<file path="src/rtl/npc_pkg.sv">
// Shared types for the next-PC sequencer: control encodings, FSM states, widths.
package npc_pkg;

    localparam int NPC_CTRL_W = 3;

    // Encodings 3'b110 and 3'b111 are illegal and have no enum member.
    typedef enum logic [NPC_CTRL_W-1:0] {
        SEQ    = 3'b000,
        BRANCH = 3'b001,
        JUMP   = 3'b010,
        CALL   = 3'b011,
        RET    = 3'b100,
        HALT   = 3'b101
    } npc_ctrl_e;

    typedef enum logic {
        S_RUN  = 1'b0,
        S_HALT = 1'b1
    } npc_state_e;

endpackage

</file>
<file path="src/rtl/npc_ras.sv">
// Circular return-address stack; a push when full overwrites the oldest entry.
module npc_ras
    import npc_pkg::*;
#(
    parameter int ADDR_W    = 8,
    parameter int RAS_DEPTH = 4
) (
    input  logic              clk,
    input  logic              reset_n,
    input  logic              clr,
    input  logic              push,
    input  logic              pop,
    input  logic [ADDR_W-1:0] push_data,
    output logic [ADDR_W-1:0] top,
    output logic              empty,
    output logic              full,
    output logic              overflow,
    output logic              underflow
);

    localparam int PTR_W = $clog2(RAS_DEPTH);
    localparam int CNT_W = $clog2(RAS_DEPTH + 1);

    logic [ADDR_W-1:0] r_mem [RAS_DEPTH];
    logic [PTR_W-1:0]  r_ptr;
    logic [CNT_W-1:0]  r_count;
    logic [PTR_W-1:0]  w_top_idx;

    // r_ptr is the next free slot, so the top entry sits one below it.
    assign w_top_idx = r_ptr - PTR_W'(1);
    assign top       = r_mem[w_top_idx];
    assign empty     = (r_count == '0);
    assign full      = (r_count == CNT_W'(RAS_DEPTH));
    assign overflow  = push && full;
    assign underflow = pop && !push && empty;

    // NOTE: sequential state uses non-blocking assignments so every flop samples pre-edge values.
    always_ff @(posedge clk or negedge reset_n) begin
        if (!reset_n) begin
            r_ptr   <= '0;
            r_count <= '0;
        end else if (clr) begin
            r_ptr   <= '0;
            r_count <= '0;
        end else if (push) begin
            r_ptr <= r_ptr + PTR_W'(1);
            if (!full)
                r_count <= r_count + CNT_W'(1);
        end else if (pop && !empty) begin
            r_ptr   <= w_top_idx;
            r_count <= r_count - CNT_W'(1);
        end
    end

    // NOTE: entries are not reset; r_count gates every read, so stale data is never observed.
    always_ff @(posedge clk) begin
        if (push && !clr)
            r_mem[r_ptr] <= push_data;
    end

endmodule

</file>
<file path="src/rtl/next_pc_sequencer.sv">
// Clocked, handshaked next-PC unit with RAS, halt/resume and flush.
// Optional macro NPS_ILLEGAL_TRAP_EN adds a sticky illegal_op output and traps illegal encodings to FLUSH_PC.
module next_pc_sequencer
    import npc_pkg::*;
#(
    parameter int          ADDR_W    = 8,
    parameter int          PC_STEP   = 1,
    parameter int          RAS_DEPTH = 4,
    parameter logic [ADDR_W-1:0] RESET_PC = '0,
    parameter logic [ADDR_W-1:0] FLUSH_PC = '0
) (
    input  logic                  clk,
    input  logic                  reset_n,
    input  logic                  req_valid,
    output logic                  req_ready,
    input  logic [NPC_CTRL_W-1:0] npc_ctrl,
    input  logic [ADDR_W-1:0]     branch_target,
    input  logic [ADDR_W-1:0]     jump_target,
    input  logic                  flush,
    input  logic                  resume,
    output logic [ADDR_W-1:0]     pc,
`ifdef NPS_ILLEGAL_TRAP_EN
    output logic                  illegal_op,
`endif
    output logic                  pc_valid,
    output logic                  halted,
    output logic                  ras_overflow,
    output logic                  ras_underflow
);

    npc_state_e        r_state;
    npc_state_e        w_next_state;
    logic [ADDR_W-1:0] r_pc;
    logic [ADDR_W-1:0] w_npc;
    logic [ADDR_W-1:0] w_pc_inc;
    logic [ADDR_W-1:0] w_ras_top;
    logic              r_pc_valid;
    logic              r_ras_overflow;
    logic              r_ras_underflow;
    logic              w_accept;
    logic              w_push;
    logic              w_pop;
    logic              w_ras_empty;
    logic              w_ras_full;
    logic              w_ras_ovf;
    logic              w_ras_unf;
    logic              w_illegal;
    npc_ctrl_e         w_ctrl;

    assign w_ctrl    = npc_ctrl_e'(npc_ctrl);
    assign w_illegal = (npc_ctrl > NPC_CTRL_W'(HALT));
    assign req_ready = reset_n && (r_state == S_RUN) && !flush;
    assign w_accept  = req_valid && req_ready;
    assign w_pc_inc  = r_pc + ADDR_W'(PC_STEP);
    assign w_push    = w_accept && (w_ctrl == CALL);
    assign w_pop     = w_accept && (w_ctrl == RET);

    npc_ras #(
        .ADDR_W    (ADDR_W),
        .RAS_DEPTH (RAS_DEPTH)
    ) u_ras (
        .clk       (clk),
        .reset_n   (reset_n),
        .clr       (flush),
        .push      (w_push),
        .pop       (w_pop),
        .push_data (w_pc_inc),
        .top       (w_ras_top),
        .empty     (w_ras_empty),
        .full      (w_ras_full),
        .overflow  (w_ras_ovf),
        .underflow (w_ras_unf)
    );

    // NOTE: defaults first in always_comb so no path leaves an output unassigned (no latches).
    always_comb begin
        w_npc        = w_pc_inc;
        w_next_state = r_state;
        case (w_ctrl)
            BRANCH:  w_npc = branch_target;
            JUMP:    w_npc = jump_target;
            CALL:    w_npc = jump_target;
            RET:     w_npc = w_ras_empty ? w_pc_inc : w_ras_top;
            default: w_npc = w_pc_inc;
        endcase
`ifdef NPS_ILLEGAL_TRAP_EN
        if (w_illegal)
            w_npc = FLUSH_PC;
`endif
        case (r_state)
            S_RUN:   if (w_accept && (w_ctrl == HALT)) w_next_state = S_HALT;
            S_HALT:  if (resume) w_next_state = S_RUN;
            default: w_next_state = S_RUN;
        endcase
        if (flush)
            w_next_state = S_RUN;
    end

    always_ff @(posedge clk or negedge reset_n) begin
        if (!reset_n) begin
            r_state         <= S_RUN;
            r_pc            <= RESET_PC;
            r_pc_valid      <= 1'b0;
            r_ras_overflow  <= 1'b0;
            r_ras_underflow <= 1'b0;
        end else begin
            r_state         <= w_next_state;
            r_pc_valid      <= flush || w_accept;
            r_ras_overflow  <= w_ras_ovf;
            r_ras_underflow <= w_ras_unf;
            if (flush)
                r_pc <= FLUSH_PC;
            else if (w_accept)
                r_pc <= w_npc;
        end
    end

`ifdef NPS_ILLEGAL_TRAP_EN
    logic r_illegal_op;

    always_ff @(posedge clk or negedge reset_n) begin
        if (!reset_n)
            r_illegal_op <= 1'b0;
        else if (flush)
            r_illegal_op <= 1'b0;
        else if (w_accept && w_illegal)
            r_illegal_op <= 1'b1;
    end

    assign illegal_op = r_illegal_op;
`else
    logic w_unused_illegal;
    assign w_unused_illegal = w_illegal;
`endif

    assign pc            = r_pc;
    assign pc_valid      = r_pc_valid;
    assign halted        = (r_state == S_HALT);
    assign ras_overflow  = r_ras_overflow;
    assign ras_underflow = r_ras_underflow;

endmodule

</file>
<file path="config.mk">
export PLATFORM = sky130hd
export DESIGN_NAME = next_pc_sequencer
export DESIGN_NICKNAME = d
export VERILOG_FILES = /design/src/rtl/npc_pkg.sv /design/src/rtl/npc_ras.sv /design/src/rtl/next_pc_sequencer.sv
export SDC_FILE = /design/constraint.sdc
export NUM_CORES = 1
export LEC_CHECK = 0
export CORE_ASPECT_RATIO = 1.2
export CORE_MARGIN = 1.5
export CORE_UTILIZATION = 54
export CTS_CLUSTER_SIZE = 12
export DETAILED_ROUTE_END_ITERATION = 12
export HOLD_SLACK_MARGIN = 0.05
export PLACE_DENSITY = 0.8
export SLEW_MARGIN = 5
export SYNTH_ARGS = -nofsm -noshare
export SYNTH_HDL_FRONTEND = slang
export SYNTH_SLANG_ARGS = --single-unit
</file>
<file path="constraint.sdc">
create_clock -name clk -period 3.4 [get_ports clk]
set_clock_uncertainty 0.05 [all_clocks]
set_input_delay 0.85 -clock clk [delete_from_list [all_inputs] [get_ports clk]]
set_output_delay 0.85 -clock clk [all_outputs]
set_load 0.01 [all_outputs]
</file>
==> results of run 1 <==
[flip-flops by register name, summed over array words and instances, names as in the netlist]
| signal | count |
|---|---|
| ras_overflow | 1 |
| pc_valid | 1 |
| pc | 8 |
| ras_underflow | 1 |
| u_ras.r_mem | 32 |
| u_ras.r_ptr | 2 |
| halted | 1 |
| u_ras.r_count | 3 |
[final timing paths]
kind / to / slack (ps) / cells past startpoint / from
setup / recovery: req_ready / 310 / 3 / reset_n
hold / removal: u_ras.r_ptr[1] / 530 / 2 / u_ras.r_ptr[1]
setup reg to reg: pc[5] / 1130 / 7 / u_ras.r_ptr[0]
hold reg to reg: u_ras.r_ptr[1] / 530 / 2 / u_ras.r_ptr[1]
max in group asynchronous: u_ras.r_ptr[0] / 2250 / 2 / reset_n
min in group asynchronous: pc[3] / 840 / 2 / reset_n
[metal layers]
metal / GRT usage, % / share of wire (%) / vias to the layer above
met5: 0 / 0 / -
met4: 6.38 / 1.5 / 0
met3: 5.87 / 7.7 / 10
met2: 40.1 / 48 / 90
met1: 31.3 / 42 / 875
li1: - / - / 852
[kinds of logic after synthesis]
| group | after synthesis | share of synthesized area [%] |
|---|---|---|
| simple gates | 61 | 13.8 |
| compound gates | 49 | 12.7 |
| flops | 49 | 56.4 |
| buf+inv | 20 | 3.21 |
| mux | 9 | 7.74 |
| xor+xnor | 8 | 2.85 |
| fa+ha+maj | 6 | 3.36 |
[per-stage QoR]
step	setup slack, ps	utilization, %	cells	hold WS (ps)
2_1_floorplan	865	-	202	480
3_3_place_gp	363	67.5	294	507
3_5_place_dp	330	67.5	294	509
4_1_cts	315	69.7	302	534
5_1_grt	240	69.7	302	574
6_report	310	69.7	302	534
[where the power goes]
group | total, mW | internal [mW] | switching [mW]
Sequential | 0.651 | 0.642 | 0.00905
Combinational | 0.121 | 0.0602 | 0.0604
Clock | 0.375 | 0.153 | 0.222
[cell usage in the layout, fill, tap and decap left out, drive strengths merged, types with 2 or more instances in the layout]
master,netlist,layout
buf,3,9
o221ai,2,2
xnor2,6,6
xor2,2,2
a221oi,3,3
a21oi,14,14
nand3,12,12
edfxtp,32,32
a31oi,3,3
and4,3,3
nor2,13,13
and2,6,6
or3,4,4
dfrtp,17,17
nand2b,2,2
clkdlybuf4s50,0,36
nand2,8,8
mux4,8,8
a22oi,4,4
o21ai,13,13
o211ai,4,4
ha,5,5
clkbuf,6,5
inv,11,14
nor3,6,6
nor3b,2,2
[tightest hold or removal path, delay by kind of cell, from the launching register on]
family             cells  cell delay [ps]
AOI/OAI and AO/OA      1               60
DFF                    1              430
and+or+nand+nor        1               70
[final cells by class]
type                            instances  area, µm²  share of cell area, %
Sequential cell                        49       1390                   46.0
Clock buffer                            5       68.8                   2.28
Timing Repair Buffer                   45        428                   14.2
Inverter                               11       41.3                   1.37
Tap cell                               56       70.1                   2.32
Clock inverter                          3       26.3                  0.872
Multi-Input combinational cell        133        993                   33.0
==> qor_table.md, run 1 <==
| Quantity | Reported |
|:---|:---|
| Instance area at placement | 2920 µm² |
| Worst setup path category | input pin to output pin |
| CP max stage cell | clkdlybuf4s50_1 |
| Final min period | 3090 ps |
| Antenna diode instance count | 0 |
| Detailed-placement wirelength estimate | 3940 µm |
| Die extent in x | 64.6 µm |
| Clock Pin Slew Worst Setup and Hold Paths | 110 ps |
| Async SR Flop Fraction | 34.7% |
| Top cell types by occurrence after synthesis | edfxtp_1, dfrtp_1, a21oi_1, nor2_1, nand3_1 |
| Power per cell area | 380 nW/µm² |
| Count of nets left with antenna violations after detail routing | 0 |
| Post-route cell area | 3010 µm² |
| Most common cell in the netlist | edfxtp_1 |
| Count of hold-fix buffers inserted at cts | 0 |
| Max incr delay on CP | 570 ps |
| Overall Global Routing Usage | 24.0% |
| Drt wl/cell | 18.0 µm |
| Via count of the first global-routing pass | 1758 |
| Share of the synthesized area in the top cell type | 39.1% |
| Initial DRC Count | 135 |
| WP buf/inv | 2 |
| Library cell appearing most often on the critical path | clkdlybuf4s50_1 |
| Clock H-tree levels | 2 |
| Sum of internal, switching and leakage power | 1.15 mW |
| Starting density of the core | 56.8% |
| Total congestion overflow | 0 |
| Mean instance size in the synthesized netlist | 12.2 µm² |
| Arr. time, crit path | 2190 ps |
| Antenna violations before repair | 0 |
| Final number of setup-violating endpoints | 0 |
| Slew HR | 65.3% |
| First-pass GRT wire length | 8950 µm |
| Number of clock buffers inserted by TritonCTS | 5 |
| Outcome | completed |
| Area added between synthesis and finish | 22.6% |
| Largest driver fanout on the critical path | 3 |
| Worst-Skew Late Latency | 320 ps |
| Post-Synthesis Net Count | 232 |
| Number of enable flip-flop cells after synthesis | 32 |
| Buffer depth of the longest clock path | 2 |
| Kind of capture point of the worst setup path | output pin |
| Final Hold Vio Count | 0 |
| Max-slew violation total from the final report | 0 |
| Standby leakage power | 1.09 nW |
| Mean number of vias per cell | 6.05 |
| IO Port Bufs | 36 |
| Pin count of the biggest net entering global routing | 19 |
| Final routed wirelength across all metal layers | 5430 µm |
| Critical path required time | 2500 ps |
| Initial DRT Pass Iterations | 4 |
| Height of the die | 76.9 µm |
| Clk root buf | clkbuf_8 |
| Core Region | 4330 µm² |
| Sequential element share of the synthesized area | 56.4% |
| Post-synthesis cell area | 2460 µm² |
| Highest attainable clock frequency | 0.324 GHz |
| Final total negative setup slack | 0 ps |
| # nets final | 275 |
| Placer congestion estimate | 0.880 |
| Critical path startpoint category | input pin |
| Class of the tightest hold or removal check | flop to flop |
| List of cells traversed by the critical path | clkdlybuf4s50_1 > nor3b_1 > clkdlybuf4s50_1 |
| Post-synthesis register bit count | 49 |
| Most used flip-flop cell after synthesis | edfxtp_1 |
| Remaining routing DRC violations | 0 |
| Count of instances resized after the clock tree is built | 0 |
| Fin crit share | 90.9% |
| Post-CTS Repair Setup Buffers | 0 |
| Library cell with the largest summed area after synthesis | edfxtp_1 |
| Worst Max-Slew Pin Slew | 517 ps |
| Via count | 1827 |
| Fraction of layout cells with a size suffix above 1 | 11.4% |
| Clock tree from TritonCTS | yes |
| Clk sink count | 49 |
| Row Count | 26 |
| Fill cells | 318 |
| Number of maximum-capacitance violations | 0 |
| Maximum VDD drop | 391 µV |
| Number of warnings issued by yosys | 0 |
| Family of cells with the greatest summed delay on the critical path | buffers and inverters |
| Cells after synthesis | 202 |
| Setup repair after global routing missed its margin | no |
| Synth cell types | 42 |
| Top-level I/O count | 37 |
| Die footprint | 4970 µm² |
| Largest cells by area after synthesis | edfxtp_1, dfrtp_1, mux4_2 |
Note: power is estimated with default switching activity, not from simulation.
==> inputs of run 2 (changes only) <==
--- a/config.mk
+++ b/config.mk
@@ -9,3 +9,3 @@
 export CORE_MARGIN = 1.5
-export CORE_UTILIZATION = 54
+export CORE_UTILIZATION = 50
 export CTS_CLUSTER_SIZE = 12
@@ -13,3 +13,3 @@
 export HOLD_SLACK_MARGIN = 0.05
-export PLACE_DENSITY = 0.8
+export PLACE_DENSITY = 0.75
 export SLEW_MARGIN = 5
--- a/constraint.sdc
+++ b/constraint.sdc
@@ -4,2 +4,2 @@
 set_output_delay 0.85 -clock clk [all_outputs]
-set_load 0.01 [all_outputs]
+set_load 0.1 [all_outputs]
==> qor_table.md, run 2 (synthesis results as in run 1) <==
| Quantity | Reported | Delta |
|:---|:---|:---|
| Initial DRT Pass Iterations | 4 | unchanged |
| Instance area at placement | 2910 µm² | was 2920 µm² |
| WP buf/inv | 3 | was 2 |
| Commonest non-fill, non-tap cells in the layout | edfxtp_1, clkdlybuf4s50_1, buf_4, dfrtp_1 | was clkdlybuf4s50_1, edfxtp_1, dfrtp_1, nor2_1, a21oi_1 |
| Die extent in x | 67.0 µm | was 64.6 µm |
| Highest signal layer in the routed design | met4 | unchanged |
| Area occupied by multi-input gates | 998 µm² | was 993 µm² |
| Family of cells with the greatest summed delay on the critical path | buffers and inverters | unchanged |
| Mean number of vias per cell | 5.96 | was 6.05 |
| Count of nets left with antenna violations after detail routing | 0 | unchanged |
| Via count of the first global-routing pass | 1875 | was 1758 |
| Worst setup path category | input pin to output pin | unchanged |
| Highest attainable clock frequency | 0.350 GHz | was 0.324 GHz |
| Antenna violations before repair | 0 | unchanged |
| Clk root buf | clkbuf_8 | unchanged |
| Height of the die | 79.8 µm | was 76.9 µm |
| Setup repair after global routing missed its margin | no | unchanged |
| Worst Max-Slew Pin Slew | 512 ps | was 517 ps |
| Class of the tightest hold or removal check | flop to flop | unchanged |
| List of cells traversed by the critical path | clkdlybuf4s50_1 > buf_4 > nor3b_2 > buf_12 | was clkdlybuf4s50_1 > nor3b_1 > clkdlybuf4s50_1 |
| Row Count | 27 | was 26 |
| Number of maximum-capacitance violations | 0 | unchanged |
| Wire length on met1 | 2330 µm | was 2300 µm |
| Final total negative setup slack | 0 ps | unchanged |
| Starting density of the core | 52.7% | was 56.8% |
| Total congestion overflow | 0 | unchanged |
| Via count | 1817 | was 1827 |
| Core Region | 4660 µm² | was 4330 µm² |
| Final routed wirelength across all metal layers | 5340 µm | was 5430 µm |
| Clock H-tree levels | 2 | unchanged |
| Slew HR | 65.6% | was 65.3% |
| Flip-flop count of the largest register after layout | 32 | unchanged |
| Power per cell area | 388 nW/µm² | was 380 nW/µm² |
| Clock tree from TritonCTS | yes | unchanged |
| Detailed-placement wirelength estimate | 3950 µm | was 3940 µm |
| Fill cells | 357 | was 318 |
| Die footprint | 5350 µm² | was 4970 µm² |
| Clk sink count | 49 | unchanged |
| Remaining routing DRC violations | 0 | unchanged |
| Max-slew violation total from the final report | 0 | unchanged |
| Final number of setup-violating endpoints | 0 | unchanged |
| Initial DRC Count | 164 | was 135 |
| Clock Pin Slew Worst Setup and Hold Paths | 90 ps | was 110 ps |
| Maximum VDD drop | 223 µV | was 391 µV |
| Top-level I/O count | 37 | unchanged |
| IO Port Bufs | 36 | unchanged |
| # nets final | 276 | was 275 |
| Final cell count without fillers | 305 | was 302 |
| Antenna diode instance count | 0 | unchanged |
| Most frequent standard cell in the layout excluding fill and tap cells | edfxtp_1 | was clkdlybuf4s50_1 |
| Critical path required time | 2500 ps | about the same |
| Number of clock buffers inserted by TritonCTS | 5 | unchanged |
| Pin count of the biggest net entering global routing | 19 | unchanged |
| Final min period | 2850 ps | was 3090 ps |
| Reg area | 1390 µm² | unchanged |
| Count of hold-fix buffers inserted at cts | 0 | unchanged |
| Most flops, register | u_ras.r_mem | unchanged |
| Amount of wire on met2 after detailed routing | 2530 µm | was 2620 µm |
| Drt wl/cell | 17.5 µm | was 18.0 µm |
| Arr. time, crit path | 1950 ps | was 2190 ps |
| Outcome | completed | unchanged |
| Kind of capture point of the worst setup path | output pin | unchanged |
| Area added between synthesis and finish | 22.5% | was 22.6% |
| Fin crit share | 83.9% | was 90.9% |
| Met3 layer wire length in the routed design | 335 µm | was 421 µm |
| First-pass GRT wire length | 8830 µm | was 8950 µm |
| Max incr delay on CP | 420 ps | was 570 ps |
| CP max stage cell | clkdlybuf4s50_1 | unchanged |
| Standby leakage power | 1.12 nW | was 1.09 nW |
| Final Hold Vio Count | 0 | unchanged |
| Overall Global Routing Usage | 22.3% | was 24.0% |
| Setup slack after placement | 493 ps | was 330 ps |
| Number of instances in the placed design | 297 | was 294 |
| Worst-Skew Late Latency | 310 ps | was 320 ps |
| Critical path startpoint category | input pin | unchanged |
| Placer congestion estimate | 0.822 | was 0.880 |
| Post-route cell area | 3010 µm² | about the same |
| Largest driver fanout on the critical path | 11 | was 3 |
| Fraction of layout cells with a size suffix above 1 | 17.4% | was 11.4% |
| Crit path setup slack, layout | 547 ps | was 310 ps |
| Post-CTS Repair Setup Buffers | 0 | unchanged |
| Count of instances resized after the clock tree is built | 0 | unchanged |
| Buffer depth of the longest clock path | 2 | unchanged |
-- run 2: cell types whose count changed in the layout (fill, tap and decap cells not counted) --
| cell | delta |
|---|---|
| buf_12 | +1 |
| buf_4 | +13 |
| clkdlybuf4s50_1 | -13 |
| clkinv_4 | +1 |
| inv_6 | -2 |
| inv_8 | +1 |
| nor3b_1 | -1 |
| nor3b_2 | +1 |
-- run 2: cell type report --
class / count / area share (%)
inverter: 11 / 1.37
tap: 58 / 2.41
timing repair buffer: 46 / 13.8
clock inverter: 3 / 0.956
clock buffer: 5 / 2.29
multi-input combinational: 133 / 33.2
sequential: 49 / 46.0
-- run 2: final timing paths --
path | start | end | slack, ps | cells past startpoint
min | u_ras.r_count[1] | u_ras.r_count[1] | 530 | 2
min in group asynchronous | reset_n | pc[1] | 850 | 2
max | flush | req_ready | 550 | 4
max reg2reg | u_ras.r_ptr[0] | pc[5] | 1070 | 7
max in group asynchronous | reset_n | u_ras.r_count[0] | 2240 | 2
min reg2reg | u_ras.r_count[1] | u_ras.r_count[1] | 530 | 2
-- run 2: layer usage --
metal / global-route usage, % / vias to the layer above
li1: - / 857
met1: 29.3 / 869
met2: 35.5 / 75
met3: 4.80 / 16
met4: 9.59 / 0
met5: 0 / -
-- run 2: metrics by stage --
step                      hold slack [ps]  util [%]  power [mW]
final                                 529      64.6        1.17
after global routing                  584      64.6        1.22
after CTS                             526      64.6        1.18
after detailed placement              512      62.5       0.823
after global placement                506      62.5       0.821
after floorplan                       480         -       0.756
-- run 2: power by group --
| group | leakage, nW | switching (mW) | internal, mW |
|---|---|---|---|
| clock network | 0.0506 | 0.204 | 0.154 |
| registers | 0.530 | 0.00954 | 0.642 |
| logic | 0.544 | 0.0992 | 0.0605 |
| total | 1.12 | 0.313 | 0.856 |
-- run 2: worst reg2reg max path: stages (launching register included) --
cell and delay (ps):
dfrtp_1 340, buf_4 220, inv_1 120, ha_1 570
mux4_2 360, and2_1 170, a211o_1 270, o2111a_1 130
==> inputs of run 3 (changes only) <==
Settings changed: CORE_UTILIZATION 50 to 48.
Clock period 3.4 ns to 2.5 ns, I/O delays scaled along.
==> qor_table.md, run 3 (synthesis results as in run 1) <==
| Quantity | Reported | Delta |
|:---|:---|:---|
| Outcome | completed | unchanged |
| Clock Pin Slew Worst Setup and Hold Paths | 90 ps | about the same |
| Core Region | 4940 µm² | was 4660 µm² |
| Setup repair after global routing missed its margin | no | unchanged |
| Most frequent standard cell in the layout excluding fill and tap cells | edfxtp_1 | unchanged |
| Reg power frac | 52.1% | was 55.7% |
| Worst Max-Slew Pin Slew | 521 ps | was 512 ps |
| Commonest non-fill, non-tap cells in the layout | edfxtp_1, buf_4, clkdlybuf4s50_1, dfrtp_1 | was edfxtp_1, clkdlybuf4s50_1, buf_4, dfrtp_1 |
| IO Port Bufs | 36 | unchanged |
| Area added between synthesis and finish | 29.2% | was 22.5% |
| Pin count of the biggest net entering global routing | 18 | was 19 |
| Post-CTS Repair Setup Buffers | 0 | unchanged |
| First-pass GRT wire length | 8910 µm | was 8830 µm |
| Mean number of vias per cell | 5.93 | was 5.96 |
| Part of the power in the clock network | 34.7% | was 30.6% |
| Critical path startpoint category | input pin | unchanged |
| Overall Global Routing Usage | 22.4% | was 22.3% |
| Slew HR | 65.0% | was 65.6% |
| Largest driver fanout on the critical path | 2 | was 11 |
| Max-slew violation total from the final report | 0 | unchanged |
| Remaining routing DRC violations | 0 | unchanged |
| Number of maximum-capacitance violations | 0 | unchanged |
| Class of the tightest hold or removal check | flop to flop | unchanged |
| Top-level I/O count | 37 | unchanged |
| Number of clock buffers inserted by TritonCTS | 5 | unchanged |
| Row Count | 28 | was 27 |
| Final routed wirelength across all metal layers | 5580 µm | was 5340 µm |
| Clock tree from TritonCTS | yes | unchanged |
| Number of cells traversed by the worst register-to-register path | 5 | was 7 |
| Final cell count without fillers | 317 | was 305 |
| Sum of internal, switching and leakage power | 1.70 mW | was 1.17 mW |
| Worst setup path category | input pin to output pin | unchanged |
| Kind of capture point of the worst setup path | output pin | unchanged |
| R2r startpoint | halted | was u_ras.r_ptr[0] |
| Count of instances resized after the clock tree is built | 0 | unchanged |
| Total congestion overflow | 0 | unchanged |
| Count of hold-fix buffers inserted at cts | 0 | unchanged |
| Die extent in x | 68.3 µm | was 67.0 µm |
| Final Hold Vio Count | 0 | unchanged |
| Antenna diode instance count | 0 | unchanged |
| Highest attainable clock frequency | 0.415 GHz |  |
| # nets final | 286 | was 276 |
| Drt wl/cell | 17.6 µm | was 17.5 µm |
| Via count | 1881 | was 1817 |
| Initial DRC Count | 176 | was 164 |
| Standby leakage power | 1.19 nW | was 1.12 nW |
| Internal | 1.27 mW | was 0.856 mW |
| Most flops, register | u_ras.r_mem | unchanged |
| Reg-to-reg critical path endpoint | u_ras.r_count[1] | was pc[5] |
| Final number of setup-violating endpoints | 0 | unchanged |
| Maximum VDD drop | 327 µV | was 223 µV |
| Starting density of the core | 49.8% | was 52.7% |
| Fraction of layout cells with a size suffix above 1 | 21.0% | was 17.4% |
| Critical path required time | 1820 ps | was 2500 ps |
| Logic pwr share | 13.2% | was 13.7% |
| Fin crit share | 96.5% |  |
| Net switching fraction of the power | 25.5% | was 26.8% |
| Flip-flop count of the largest register after layout | 32 | unchanged |
| Antenna violations before repair | 0 | unchanged |
| Clk root buf | clkbuf_8 | unchanged |
| Height of the die | 81.4 µm | was 79.8 µm |
| Clk sink count | 49 | unchanged |
| Placer congestion estimate | 0.863 | was 0.822 |
| Worst min-delay path startpoint | u_ras.r_count[1] | unchanged |
| Power per cell area | 535 nW/µm² | was 388 nW/µm² |
| Reg2Reg Setup Slack | 370 ps | was 1070 ps |
| Initial DRT Pass Iterations | 4 | unchanged |
| Via count of the first global-routing pass | 1894 | was 1875 |
| Endpoint with the worst hold slack | u_ras.r_count[1] | unchanged |
| Buffer depth of the longest clock path | 2 | unchanged |
| Final min period | 2410 ps |  |
| Number of instances in the placed design | 309 | was 297 |
| Switch Pwr | 0.433 mW | was 0.313 mW |
| Detailed-placement wirelength estimate | 4130 µm | was 3950 µm |
| Clock H-tree levels | 2 | unchanged |
| Fill cells | 370 | was 357 |
| Hold-critical path depth | 2 | unchanged |
| Count of nets left with antenna violations after detail routing | 0 | unchanged |
| Die footprint | 5560 µm² | was 5350 µm² |
| Arr. time, crit path | 1740 ps | was 1950 ps |
| Worst-Skew Late Latency | 310 ps | about the same |
==> run 3: final cells by class <==
class                           instances  area (µm²)  area share, %
Sequential cell                        49        1390           43.8
Multi-Input combinational cell        133        1010           31.9
Timing Repair Buffer                   56         541           17.0
Tap cell                               60        75.1           2.36
Clock buffer                            5        68.8           2.17
Clock inverter                          3        47.5           1.50
Inverter                               11        41.3           1.30
==> run 3: critical path, cell delays in order <==
cell,delay [ps]
clkdlybuf4s50_1,500
buf_4,130
nor3b_4,170
buf_4,140
buf_12,160
==> run 3: power by group through the flow <==
stage	combinational [mW]	sequential (mW)	clock, mW
floorplan	0.0816	0.950	0
global placement	0.222	0.903	0
detailed placement	0.225	0.903	0
CTS	0.226	0.885	0.595
global route	0.242	0.887	0.627
finish	0.225	0.885	0.589
==> run 3: per-stage QoR <==
stage / worst slack, ps / area [µm²] / util (%) / hold WS (ps) / setup TNS (ps)
after floorplan: -75.3 / 2490 / - / 279 / -187
after global placement: -130 / 3060 / 61.9 / 511 / -171
after detailed placement: -147 / 3060 / 61.9 / 518 / -215
after CTS: 78.1 / 3180 / 64.3 / 532 / 0
after global routing: 56.7 / 3180 / 64.3 / 572 / 0
final: 88.5 / 3180 / 64.3 / 531 / 0
==> run 3: how the worst max path moves through the flow <==
| stage | from | to | slack (ps) | depth (start not counted) |
|---|---|---|---|---|
| 2_1_floorplan | halted | u_ras.r_count[2] | -80 | 6 |
| 3_3_place_gp | reset_n | u_ras.r_count[1] | -130 | 6 |
| 3_5_place_dp | reset_n | u_ras.r_count[1] | -150 | 6 |
| 4_1_cts | reset_n | req_ready | 80 | 5 |
| 5_1_grt | reset_n | req_ready | 60 | 5 |
| 6_report | reset_n | req_ready | 90 | 5 |
==> run 3: per-layer routing <==
metal	GRT usage (%)	vias up	wire length, µm
met5	0	-	0
met4	10.8	0	129
met3	5.40	10	393
met2	37.0	69	2770
met1	27.1	928	2290
li1	-	874	-
